--- src/rtl/mips_irq_pkg.sv ---
// Shared constants for the MIPS interrupt controller:
// register offsets, DROP width and the reset routing helper.
package mips_irq_pkg;

  localparam logic [2:0] IRQ_PEND   = 3'd0;
  localparam logic [2:0] IRQ_MASK   = 3'd1;
  localparam logic [2:0] IRQ_MODE   = 3'd2;
  localparam logic [2:0] IRQ_ROUTE  = 3'd3;
  localparam logic [2:0] IRQ_ACTIVE = 3'd4;
  localparam logic [2:0] IRQ_DROP   = 3'd5;

  localparam int DROP_W  = 16;
  localparam int ACT_VLD = 31;

  // Source i routed to INT line i%4.
  function automatic logic [31:0] route_rst(int n);
    logic [31:0] r;
    r = '0;
    for (int i = 0; i < n; i++)
      r[2*i +: 2] = 2'(i % 4);
    return r;
  endfunction

endpackage

--- src/rtl/mips_irq_ctrl_if.sv ---
// Data-memory bus slice seen by the interrupt controller.
// Single-cycle access: no stalls, read data is combinational.
interface mips_irq_ctrl_if;
  logic        we;
  logic [31:0] addr;
  logic [31:0] wd;
  logic [31:0] rd;
  logic        hit;

  modport master (
    output we, addr, wd,
    input  rd, hit
  );

  modport slave (
    input  we, addr, wd,
    output rd, hit
  );
endinterface

--- src/rtl/irq_sync_edge.sv ---
// Three-flop synchroniser with rising-edge detect for
// one asynchronous request line.
module irq_sync_edge (
  input  logic clk,
  input  logic rst,
  input  logic irq_i,
  output logic lvl_o,
  output logic rise_o
);

  logic s1_q, s2_q, s3_q;

  always_ff @(posedge clk) begin
    if (rst) begin
      s1_q <= 1'b0;
      s2_q <= 1'b0;
      s3_q <= 1'b0;
    end else begin
      s1_q <= irq_i;
      s2_q <= s1_q;
      s3_q <= s2_q;
    end
  end

  assign lvl_o  = s2_q;
  assign rise_o = s2_q & ~s3_q;

endmodule

--- src/rtl/mips_irq_ctrl.sv ---
// Memory-mapped interrupt controller driving the core's
// INT[3:0]: sync, edge latch, mask, route, priority.
module mips_irq_ctrl
  import mips_irq_pkg::*;
#(
  parameter int          NSRC     = 8,
  parameter logic [31:0] BASE     = 32'h0000_7F00,
  parameter logic [15:0] MODE_RST = 16'hFFFF
) (
  input  logic             clk,
  input  logic             rst,
  input  logic [NSRC-1:0]  irq_src,
  mips_irq_ctrl_if.slave   bus,
  output logic [3:0]       INT
);

  localparam logic [31:0] ROUTE_RST = route_rst(NSRC);

  logic [NSRC-1:0]   lvl, rise;
  logic [NSRC-1:0]   pend_q, pend_d;
  logic [NSRC-1:0]   mask_q, mask_d;
  logic [NSRC-1:0]   mode_q, mode_d;
  logic [2*NSRC-1:0] route_q, route_d;
  logic [DROP_W-1:0] drop_q, drop_d;
  logic [3:0]        int_q, int_d;

  logic [NSRC-1:0] clr, pm;
  logic [2:0]      idx;
  logic            wr, drop_ev;
  logic            act_vld;
  logic [3:0]      act_idx;
  logic [31:0]     rdata;
  logic            unused_ok;

  for (genvar g = 0; g < NSRC; g++) begin : g_sync
    irq_sync_edge u_se (
      .clk    (clk),
      .rst    (rst),
      .irq_i  (irq_src[g]),
      .lvl_o  (lvl[g]),
      .rise_o (rise[g])
    );
  end

  assign unused_ok = ^{bus.addr[1:0], bus.wd};

  assign bus.hit = bus.addr[31:5] == BASE[31:5];
  assign idx     = bus.addr[4:2];
  assign wr      = bus.we & bus.hit;
  assign clr     = (wr && idx == IRQ_PEND) ? bus.wd[NSRC-1:0] : '0;
  assign pm      = pend_q & mask_q;

  // A drop is a new edge landing on a bit that stays set.
  assign drop_ev = |(mode_q & rise & pend_q & ~clr);

  always_comb begin
    act_vld = 1'b0;
    act_idx = 4'd0;
    for (int i = NSRC - 1; i >= 0; i--) begin
      if (pm[i]) begin
        act_vld = 1'b1;
        act_idx = 4'(i);
      end
    end
  end

  always_comb begin
    int_d = 4'd0;
    for (int k = 0; k < 4; k++)
      for (int i = 0; i < NSRC; i++)
        if (pm[i] && route_q[2*i +: 2] == 2'(k))
          int_d[k] = 1'b1;
  end

  always_comb begin
    pend_d  = pend_q;
    mask_d  = mask_q;
    mode_d  = mode_q;
    route_d = route_q;
    drop_d  = drop_q;
    for (int i = 0; i < NSRC; i++)
      pend_d[i] = mode_q[i] ? ((pend_q[i] & ~clr[i]) | rise[i])
                            : lvl[i];
    if (wr && idx == IRQ_MASK)  mask_d  = bus.wd[NSRC-1:0];
    if (wr && idx == IRQ_MODE)  mode_d  = bus.wd[NSRC-1:0];
    if (wr && idx == IRQ_ROUTE) route_d = bus.wd[2*NSRC-1:0];
    if (wr && idx == IRQ_DROP)
      drop_d = '0;
    else if (drop_ev && drop_q != '1)
      drop_d = drop_q + 1'b1;
  end

  always_comb begin
    rdata = 32'd0;
    case (idx)
      IRQ_PEND:   rdata = 32'(pend_q);
      IRQ_MASK:   rdata = 32'(mask_q);
      IRQ_MODE:   rdata = 32'(mode_q);
      IRQ_ROUTE:  rdata = 32'(route_q);
      IRQ_ACTIVE: begin
        rdata[ACT_VLD] = act_vld;
        rdata[3:0]     = act_idx;
      end
      IRQ_DROP:   rdata = 32'(drop_q);
      default:    rdata = 32'd0;
    endcase
  end

  assign bus.rd = bus.hit ? rdata : 32'd0;

  always_ff @(posedge clk) begin
    if (rst) begin
      pend_q  <= '0;
      mask_q  <= '0;
      mode_q  <= MODE_RST[NSRC-1:0];
      route_q <= ROUTE_RST[2*NSRC-1:0];
      drop_q  <= '0;
      int_q   <= 4'd0;
    end else begin
      pend_q  <= pend_d;
      mask_q  <= mask_d;
      mode_q  <= mode_d;
      route_q <= route_d;
      drop_q  <= drop_d;
      int_q   <= int_d;
    end
  end

  assign INT = int_q;

endmodule
--- src/flat_wrapper.sv ---
// flat-port wrapper written by rule: the top's interface ports become plain ports
module mips_irq_ctrl_flat import mips_irq_pkg::*;
#(
  parameter int          NSRC     = 8,
  parameter logic [31:0] BASE     = 32'h0000_7F00,
  parameter logic [15:0] MODE_RST = 16'hFFFF
)
  (clk, rst, irq_src, INT, bus_we, bus_addr, bus_wd, bus_rd, bus_hit);
  mips_irq_ctrl_if bus_i ();
  input  logic clk;
  input  logic rst;
  input  logic [NSRC-1:0] irq_src;
  output logic [3:0] INT;
  input wire logic [$bits(bus_i.we)-1:0] bus_we;
  input wire logic [$bits(bus_i.addr)-1:0] bus_addr;
  input wire logic [$bits(bus_i.wd)-1:0] bus_wd;
  output wire logic [$bits(bus_i.rd)-1:0] bus_rd;
  output wire logic [$bits(bus_i.hit)-1:0] bus_hit;
  assign bus_i.we = bus_we;
  assign bus_i.addr = bus_addr;
  assign bus_i.wd = bus_wd;
  assign bus_rd = bus_i.rd;
  assign bus_hit = bus_i.hit;
  mips_irq_ctrl #(.NSRC(NSRC), .BASE(BASE), .MODE_RST(MODE_RST)) u_core (.clk(clk), .rst(rst), .irq_src(irq_src), .bus(bus_i), .INT(INT));
endmodule
--- config.mk ---
export PLATFORM = sky130hd
export DESIGN_NAME = mips_irq_ctrl_flat
export DESIGN_NICKNAME = d
export VERILOG_FILES = /design/src/rtl/mips_irq_pkg.sv /design/src/rtl/mips_irq_ctrl_if.sv /design/src/rtl/irq_sync_edge.sv /design/src/rtl/mips_irq_ctrl.sv /design/src/flat_wrapper.sv
export SDC_FILE = /design/constraint.sdc
export NUM_CORES = 1
export LEC_CHECK = 0
export ABC_AREA = 1
export BUFFER_PORTS_ARGS = -buffer_cell sky130_fd_sc_hd__buf_2
export CORE_MARGIN = 2
export CORE_UTILIZATION = 53
export DETAILED_ROUTE_END_ITERATION = 10
export GPL_ROUTABILITY_DRIVEN = 0
export PLACE_DENSITY = 0.9
export SLEW_MARGIN = 20
export SYNTH_ARGS = -nofsm -noshare
export SYNTH_HDL_FRONTEND = slang
export SYNTH_HIERARCHICAL = 1
export SYNTH_SLANG_ARGS = --single-unit
--- constraint.sdc ---
create_clock -name clk -period 2.58 [get_ports clk]
set_clock_uncertainty 0.1 [all_clocks]
set_input_delay 0 -clock clk [delete_from_list [all_inputs] [get_ports clk]]
set_output_delay 0 -clock clk [all_outputs]
set_load 0.005 [all_outputs]
# [Yosys cells after proc, flatten, opt, wreduce, memory -nomap -nowiden]
# Cells that the tools add are included.
[totals] ff_bits=84 latch_bits=0 mem_bits_rw=0 mem_bits_ro=0 inputBits=75 output_inout_bits=37 mem_count=0
[classes] n_addsub=1 n_mul=0 div_mod_pow=0 n_lt_le_gt_ge=0 n_eq_ne=31 n_shift=0 muxes=61 bitwise_logic=46 reduce_logical=49
[ops] cell="$pmux 12 s5" count=1
[ops] cell="$mux 1" count=49
[ops] cell="$logic_and 1x1->1" count=38
[ops] cell="$and 8x8->8" count=4
[ops] cell="$eq 2x2->1 const B" count=16
[ops] cell="$mux 32" count=1
[ops] cell="$eq 27x10->1 const B" count=1
[ops] cell="$mux 3" count=8
[ops] cell="$pmux 4 s6" count=1
[ops] cell="$and 1x1->1" count=17
[ops] cell="$add 16x1->16 const B" count=1
[ops] cell="$eq 2x1->1 const B" count=8
[ops] cell="$logic_not 2->1" count=8
[ops] cell="$ne 16x16->1 const B" count=1
[ops] cell="$not 1->1" count=16
[ops] cell="$mux 8" count=1
[ops] cell="$not 8->8" count=1
[ops] cell="$or 1x1->1" count=8
[ops] cell="$reduce_or 8->1" count=1
[ops] cell="$eq 3x2->1 const B" count=2
[ops] cell="$eq 3x3->1 const B" count=2
[ops] cell="$eq 3x1->1 const B" count=1
[ops] cell="$logic_not 3->1" count=1
[ops] cell="$reduce_or 2->1" count=1

# [Depth between registers and ports, before layout]
# Gate-level depths: netlist of run 1.
[logic_depth] word_depth=11 ltp_mapped=16 mapped_depth_nobuf=14

# [Hierarchy]
# Netlist of run 1, hierarchy kept.
[modules_own_cells] mod="mips_irq_ctrl" instances=1 cells_each=566 area_per_inst_um2=3606.0 seq_area_each_um2=1201.2
[modules_own_cells] mod="irq_sync_edge" instances=8 cells_each=10 area_per_inst_um2=86.3 seq_area_each_um2=60.1

# [Least setup slack after synthesis of run 1]
# No wires, ideal clock.
[synth_path] kind="register to register" from="register u_core.drop_q[0]" to="register u_core.drop_q[15]" setup_time_ns=0.132 t_arrival_ns=1.577 required_ns=2.348 slack_ns=0.771 path_stages_with_launch=12 path_cell_list="dfxtp_1 -> ha_1 -> nand2_1 -> nor2_1 -> nand4_1 -> nand4_1 -> nor2_1 -> nand2_1 -> nor3_1 -> nand2_1 -> nand2_1 -> a21oi_1"
[synth_via] elab_chain_cells=2 word_cells_on_any_way=3 cone_classes="add/sub (1); eq/ne (1); reduce/logical (1)"
[synth_lines] item="start: declaration" line="mips_irq_ctrl.sv:24" source="logic [DROP_W-1:0] drop_q, drop_d;"
[synth_lines] item="start signal: assignment" line="mips_irq_ctrl.sv:124" source="drop_q <= drop_d;"
[synth_lines] item="parallel branches: the longest is 2 deep, another holds $add 16x1->16"
# Parallel ways; which one is timed is not known.
# A chain may end at the register's enable or synchronous reset.

# [Worst setup path after layout of run 1]
[layout_path] from="input bus_addr[12]" to="register u_core.route_q[8]"
[layout_via] elab_chain_cells=3
[layout_lines] item="start: declaration" line="flat_wrapper.sv:15" source="input wire logic [$bits(bus_i.addr)-1:0] bus_addr;"
[layout_lines] item="$eq 27x10->1" line="mips_irq_ctrl.sv:47" source="assign bus.hit = bus.addr[31:5] == BASE[31:5];"
[layout_lines] item="$and 1x1->1" line="mips_irq_ctrl.sv:49" source="assign wr = bus.we & bus.hit;"
[layout_lines] item="$logic_and 1x1->1" line="mips_irq_ctrl.sv:86" source="if (wr && idx == IRQ_ROUTE) route_d = bus.wd[2*NSRC-1:0];"
[layout_lines] item="end signal: assignment" line="mips_irq_ctrl.sv:116" source="route_q <= ROUTE_RST[2*NSRC-1:0];"
[layout_lines] item="end signal: assignment" line="mips_irq_ctrl.sv:123" source="route_q <= route_d;"
[layout_lines] item="end: declaration" line="mips_irq_ctrl.sv:23" source="logic [2*NSRC-1:0] route_q, route_d;"
# No other way between the ends.

==> impl_results.md, run 1 <==
* Status: complete, no violations
* R2R Path End: u_core/drop_q[15]
* Hold Crit Start: bus_we
* Cell variety after synth at 29
* Synth top area share at 39.1%
* Reg2reg start: u_core/drop_q[0]
* Vias per std cell at 5.47
* Worst Max-Slew Pin Slew at 0.796 ns
* Ys Warns at 6
* Largest stage delay on the critical path at 0.58 ns
* Final hold slack at 0.0383 ns
* Final Instance Count excl. Fillers at 854
* Final Hold Vio Count at 0
* Vias at 4669
* CTS Buf Count at 9
* Cells after synthesis at 646
* Worst Hold Depth at 4
* Footprint of the multi-input gates at 2110 sq um
* Critical Path AT at 2.51 ns
* Post-DP HPWL at 8220 microns
* Max IR drop VDD at 0.371 mV
* CP max FO at 18
* CTS tree: yes
* Gr usage total at 27.5%
* Max-cap violations at 0
* Remaining DRCs at 0
* Die Wd at 94.0 microns
* R2R cell count at 11
* Initial antenna violation count at 0
* Clk_lat worst skew at 0.37 ns
* Port buffer count at 78
* Layout cells sized above 1 at 14.6%
* Final instance area at 5150 sq um
* Crit path top cell by count: nand2_1
* Dpl cells at 811
* CTS sink cnt at 84
* I/O pin count at 112
* Startpoint types: primary input
* Post-synth top area cell: dfxtp_1
* Setup TNS at 0 ns
* WL/cell at 13.5 microns
* Area contributors post-synth: dfxtp_1, nand2_1, inv_1, nor2_1, a21oi_1
* Register area share after synthesis at 39.1%
* Die Area at 8840 sq um
* Initial Utilization at 55.0%
* Commonest non-fill, non-tap cell in the layout: nand2_1
* Hold Crit Endpoint: u_core/pend_q[3]
* H-tree Lvls at 3
* # setup viols final at 0
* Slowest-stage cell, CP: dlygate4sd3_1
* Worst EP required at 2.79 ns
* Synthesized area at 4300 sq um
* Antenna Violating Nets Remaining at 0
* CTS resizes at 0
* Mapped Avg Cell Area at 6.65 sq um
* Core ar. at 7810 sq um
* Crit-path cells: buf_2, nand2_1, inv_1, nand2_1, nor2_1, nand2_1, nor2_4, nand2_2, nor2_2, inv_2, a211oi_1, dlygate4sd3_1
* Fill cells at 644
* Largest net degree at the start of global routing at 39
* GRT overflow at 0
* Post-Route WL at 11600 microns
* Maximum clock frequency at 435 MHz
* Unrepaired setup endpoints after global routing: false
* DRT Pass-1 Iters at 6
* CP Class: primary input to flip-flop
* Element type at the critical path end: flip-flop
* PwrDens at 484 nW/um^2
* Initial detailed-routing violation count at 544
* Clock-pin transition on the worst setup and hold timing paths at 0.08 ns
* P_leak at 2.29 nW
* Register area at 1680 sq um
* Worst Hold Class: primary input to flip-flop
* Vias in the first global route at 4336
* Ant. Diodes at 0
* Tmin final at 2.30 ns
* CTS max path bufs at 2
* Fin nets at 823
* R2R Setup Slk at 0.49 ns
* Area after DPL at 4690 sq um
* Die Y at 94.0 microns
* Row count at 32
* Slew Limit Fails at 0
* Clk root buf: clkbuf_8
* Layout area overhead at 20.0%
* Final Cycle Share at 89.1%
* Slew HR at 46.6%
* First-pass GRT wire length at 19300 microns
* Final cell utilization of the core at 66.0%
* Seq cells post-synth at 84
* Commonest non-fill, non-tap cells in the layout: nand2_1, inv_1, nor2_1, dfxtp_1, buf_2
## timing repair
action                                 4_1_cts  5_1_grt
endpoints found under the hold margin       56        0
hold buffers                                27        0
setup endpoints to repair                    0        0
buffers inserted                             0        0
## routing by layer
layer / share of wire (%) / wire length, microns / track usage [%] / vias up
li1: - / - / - / 2282
met1: 39 / 4550 / 31.9 / 2075
met2: 48 / 5520 / 47.5 / 261
met3: 9.5 / 1090 / 7.30 / 51
met4: 3.3 / 380 / 12.1 / 0
met5: 0 / 0 / 0 / -
## power breakdown
part / leakage (nW) / internal [mW] / switching [mW] / total [mW]
logic: 1.51 / 0.0885 / 0.120 / 0.208
registers: 0.682 / 1.32 / 0.0137 / 1.33
clock network: 0.100 / 0.454 / 0.501 / 0.955
## cell usage after synthesis
master / number
nand2_2: 2
nor3_1: 35
nor3_4: 1
a21oi_1: 53
o211ai_1: 15
a221oi_1: 2
o21ai_0: 27
a41oi_1: 3
buf_6: 3
a211oi_1: 5
o22ai_1: 7
nand4_1: 10
inv_1: 89
nand2_1: 139
a21oi_2: 1
nand3_1: 27
a31oi_1: 6
conb_1: 1
xor2_1: 2
inv_2: 3
nor2_4: 2
nor2_1: 87
dfxtp_1: 84
buf_4: 15
clkbuf_1: 9
nor2_2: 3
nor4_1: 8
buf_2: 6
ha_1: 1
## worst max-delay path, delay by kind of cell
kind | cells | cell delay [ns]
AOI/OAI and AO/OA | 1 | 0.28
and+or+nand+nor | 7 | 1.31
buffers and inverters | 4 | 0.90
## stage by stage
stage | power (mW) | setup WS [ns]
2_1_floorplan | 1.47 | 0.771
3_3_place_gp | 1.53 | 0.568
3_5_place_dp | 1.54 | 0.507
4_1_cts | 2.50 | 0.377
5_1_grt | 2.60 | 0.0577
6_report | 2.49 | 0.282
## sequential cells by signal, summed over array words and instances, names as in the netlist
register	count
u_core/INT	4
u_core/g_sync.u_se/lvl_o	8
u_core/mask_q	8
u_core/pend_q	8
u_core/drop_q	16
u_core/route_q	16
u_core/g_sync.u_se/s3_q	8
u_core/mode_q	8
u_core/g_sync.u_se/s1_q	8
## logic make-up after synthesis
family	count (synthesis)	synth area share, %
AND/OR/NAND/NOR	314	31.2
adder cells (fa/ha/maj)	1	0.291
XOR/XNOR	2	0.408
buffers and inverters	125	12.9
flip-flops	84	39.1
other	1	0.0873
AO/OA/AOI/OAI	119	15.9
## layout make-up
class | count | share of cell area, %
repair buffers | 109 | 13.4
clock inverters | 7 | 1.43
flip-flops and latches | 84 | 32.6
clock buffers | 9 | 2.40
well taps | 102 | 2.48
inverters | 92 | 6.70
multi-input cells | 451 | 41.0
## worst max path at each step
stage	startpoint	end
after floorplan	u_core/drop_q[0]	u_core/drop_q[15]
after global placement	u_core/drop_q[0]	u_core/drop_q[15]
after detailed placement	bus_addr[28]	u_core/route_q[8]
after CTS	bus_addr[28]	u_core/route_q[8]
after global routing	bus_addr[22]	u_core/route_q[8]
final	bus_addr[12]	u_core/route_q[8]
No activity file was read; power rests on OpenSTA's default activity.
==> inputs of run 2 (changes only) <==
--- a/config.mk
+++ b/config.mk
@@ -5,13 +5,13 @@
 export SDC_FILE = /design/constraint.sdc
 export NUM_CORES = 1
 export LEC_CHECK = 0
-export ABC_AREA = 1
 export BUFFER_PORTS_ARGS = -buffer_cell sky130_fd_sc_hd__buf_2
+export CAP_MARGIN = 20
 export CORE_MARGIN = 2
-export CORE_UTILIZATION = 53
+export CORE_UTILIZATION = 35
 export DETAILED_ROUTE_END_ITERATION = 10
 export GPL_ROUTABILITY_DRIVEN = 0
-export PLACE_DENSITY = 0.9
+export PLACE_DENSITY = 0.67
 export SLEW_MARGIN = 20
 export SYNTH_ARGS = -nofsm -noshare
 export SYNTH_HDL_FRONTEND = slang
==> run 2 against run 1 <==
  * Cell count down 5.7%
  * Sequential share of layout area decreased by 2.0 points
  * Setup slack got worse by 0.11 ns
  * Non-clock buffer count is 16 higher
  * Synthesized cell count decreased by 19%
  * Global-route usage down 9.3 points
  * Largest power group unchanged
  * Highest routed layer unchanged
==> impl_results.md, run 2 <==
* Vias in the first global route at 3963 (was 4336)
* GRT overflow at 0 (unchanged)
* PwrDens at 508 nW/um^2 (was 484 nW/um^2)
* Tmin final at 2.41 ns (was 2.30 ns)
* Mapped Avg Cell Area at 8.32 sq um (was 6.65 sq um)
* Worst Hold Class: primary input to flip-flop (unchanged)
* Core ar. at 12100 sq um (was 7810 sq um)
* EDFF count, synth at 0 (unchanged)
* First-pass GRT wire length at 19200 microns (was 19300 microns)
* Post-DP HPWL at 8560 microns (was 8220 microns)
* Final Cycle Share at 93.2% (was 89.1%)
* Fin nets at 708 (was 823)
* Asr flop ratio synth at 0% (unchanged)
* Vias at 4246 (was 4669)
* CP Class: primary input to flip-flop (unchanged)
* Commonest non-fill, non-tap cells in the layout: dfxtp_1, buf_2, nor2_1, nand2_1, a21oi_1 (was nand2_1, inv_1, nor2_1, dfxtp_1, buf_2)
* Seq cells post-synth at 84 (unchanged)
* Maximum clock frequency at 416 MHz (was 435 MHz)
* P_leak at 2.24 nW (was 2.29 nW)
* Register area share after synthesis at 38.7% (was 39.1%)
* CP max FO at 8 (was 18)
* # setup viols final at 0 (unchanged)
* Remaining DRCs at 0 (unchanged)
* Most used DFF post-synth: dfxtp_1 (unchanged)
* Port buffer count at 78 (unchanged)
* Status: complete, no violations (unchanged)
* Worst EP required at 2.71 ns (was 2.79 ns)
* Worst Max-Slew Pin Slew at 0.540 ns (was 0.796 ns)
* Pwr Total at 2.79 mW (was 2.49 mW)
* Gr usage total at 18.2% (was 27.5%)
* Setup bufs post-CTS at 0 (unchanged)
* Commonest non-fill, non-tap cell in the layout: dfxtp_1 (was nand2_1)
* Cell variety after synth at 56 (was 29)
* Initial Utilization at 36.0% (was 55.0%)
* Antenna Violating Nets Remaining at 0 (unchanged)
* H-tree Lvls at 3 (unchanged)
* I/O pin count at 112 (unchanged)
* Largest net degree at the start of global routing at 55 (was 39)
* Post-Route WL at 11700 microns (was 11600 microns)
* CTS max path bufs at 2 (unchanged)
* Area contributors post-synth: dfxtp_1, nor2_1, mux2i_1, nor2b_1, a21oi_1 (was dfxtp_1, nand2_1, inv_1, nor2_1, a21oi_1)
* Clk root buf: clkbuf_16 (was clkbuf_8)
* Final Hold Vio Count at 0 (unchanged)
* Footprint of the multi-input gates at 2430 sq um (was 2110 sq um)
* Synth top area share at 38.7% (was 39.1%)
* Element type at the critical path end: flip-flop (unchanged)
* CTS tree: yes (unchanged)
* Max IR drop VDD at 0.294 mV (was 0.371 mV)
* Critical Path AT at 2.54 ns (was 2.51 ns)
* Unrepaired setup endpoints after global routing: false (unchanged)
* Die Wd at 115 microns (was 94.0 microns)
* Vias per std cell at 5.27 (was 5.47)
* Fill cells at 1185 (was 644)
* Clock-pin transition on the worst setup and hold timing paths at 0.06 ns (was 0.08 ns)
* Ant. Diodes at 0 (unchanged)
* Largest registers: u_core/drop_q: 16 flops, u_core/route_q: 16 flops (unchanged)
* Layout cells sized above 1 at 21.2% (was 14.6%)
* Post-synth top area cell: dfxtp_1 (unchanged)
* Setup TNS at 0 ns (unchanged)
* CTS Buf Count at 9 (unchanged)
* DRT Pass-1 Iters at 7 (was 6)
* Die Y at 115 microns (was 94.0 microns)
* Dpl cells at 761 (was 811)
* Synthesized area at 4340 sq um (was 4300 sq um)
* Die Area at 13300 sq um (was 8840 sq um)
* Post-synth top cells: dfxtp_1, nor2_1, nand2_1 (was nand2_1, inv_1, nor2_1)
* Max-cap violations at 0 (unchanged)
* Clk_lat worst skew at 0.34 ns (was 0.37 ns)
* Final Instance Count excl. Fillers at 805 (was 854)
* Initial detailed-routing violation count at 239 (was 544)
* Initial antenna violation count at 0 (unchanged)
* CTS sink cnt at 84 (unchanged)
* Count leader, synth: dfxtp_1 (was nand2_1)
* Slew HR at 64.0% (was 46.6%)
* Layout area overhead at 26.2% (was 20.0%)
* Slew Limit Fails at 0 (unchanged)
* Ys Warns at 6 (unchanged)
* Cells after synthesis at 522 (was 646)
* Register area at 1680 sq um (unchanged)
* Row count at 40 (was 32)
* WL/cell at 14.5 microns (was 13.5 microns)
* Startpoint types: primary input (unchanged)
[run 2: cell types whose count changed in the layout (fill, tap and decap cells not counted), sizes merged, moves of 18 or more]
cell	delta
nand2	-107
mux2i	+18
nor2	-22
a21oi	-20
nor2b	+34
nor3	-24
inv	-80
[run 2: kinds of logic (layout without fill, tap and decap cells)]
group / Yosys count / in the layout / synth area share (%)
DFF: 84 / 84 / 38.7
and+or+nand+nor: 234 / 234 / 29.0
other: 1 / 15 / 0.0863
muxes: 26 / 26 / 6.48
adders and majority gates: 1 / 1 / 0.288
buffers and inverters: 55 / 156 / 6.57
AOI/OAI and AO/OA: 121 / 121 / 18.9
[run 2: what timing repair did]
item                                   in CTS  in global routing
hold buffers                               28                  0
setup endpoints to repair                   0                  0
resized for setup                           0                  0
endpoints found under the hold margin      46                  0
[run 2: final timing paths]
| kind | from | endpoint | slack, ns | cells past startpoint |
|---|---|---|---|---|
| min | bus_we | u_core/drop_q[7] | 0.09 | 4 |
| max | bus_addr[6] | u_core/mask_q[3] | 0.17 | 10 |
| max reg2reg | u_core/g_sync[7].u_se/lvl_o | u_core/drop_q[8] | 0.25 | 8 |
| min reg2reg | u_core/g_sync[6].u_se/s1_q | u_core/g_sync[6].u_se/lvl_o | 0.34 | 1 |
[run 2: final cells by class]
class / count / area share, %
repair buffers: 125 / 15.1
well taps: 168 / 3.83
flip-flops and latches: 84 / 30.7
inverters: 15 / 1.03
clock inverters: 5 / 0.684
multi-input cells: 397 / 44.3
clock buffers: 11 / 4.43
[run 2: critical path: stages]
cell	delay, ns
buf_2	0.09
or4b_1	0.57
nor4_4	0.29
and2_1	0.29
nand3_1	0.15
nor2_2	0.10
buf_4	0.22
mux2i_1	0.22
nor2_1	0.05
dlygate4sd3_1	0.55
[run 2: metal layers]
metal  up-vias  routed length, microns  GRT usage (%)
li1       2095                       -              -
met4         0                     204           6.59
met1      1966                    5140           22.8
met3        20                     759           4.18
met2       165                    5580           30.8
met5         -                       0              0
[run 2: power breakdown]
| part | switching, mW | total (mW) | internal [mW] |
|---|---|---|---|
| Clock | 0.530 | 1.21 | 0.680 |
| Combinational | 0.121 | 0.241 | 0.120 |
| Sequential | 0.0161 | 1.34 | 1.32 |
| Total | 0.668 | 2.79 | 2.12 |
[run 2: through the flow]
stage	instance area, sq um	utilization, %	setup slack (ns)	hold WS, ns
after floorplan	4400	-	0.395	-0.0284
after global placement	4920	40.8	0.139	0.109
after detailed placement	4920	40.8	0.104	0.115
after CTS	5480	45.5	0.189	0.0857
after global routing	5480	45.5	0.0513	0.120
final	5480	45.5	0.175	0.0865
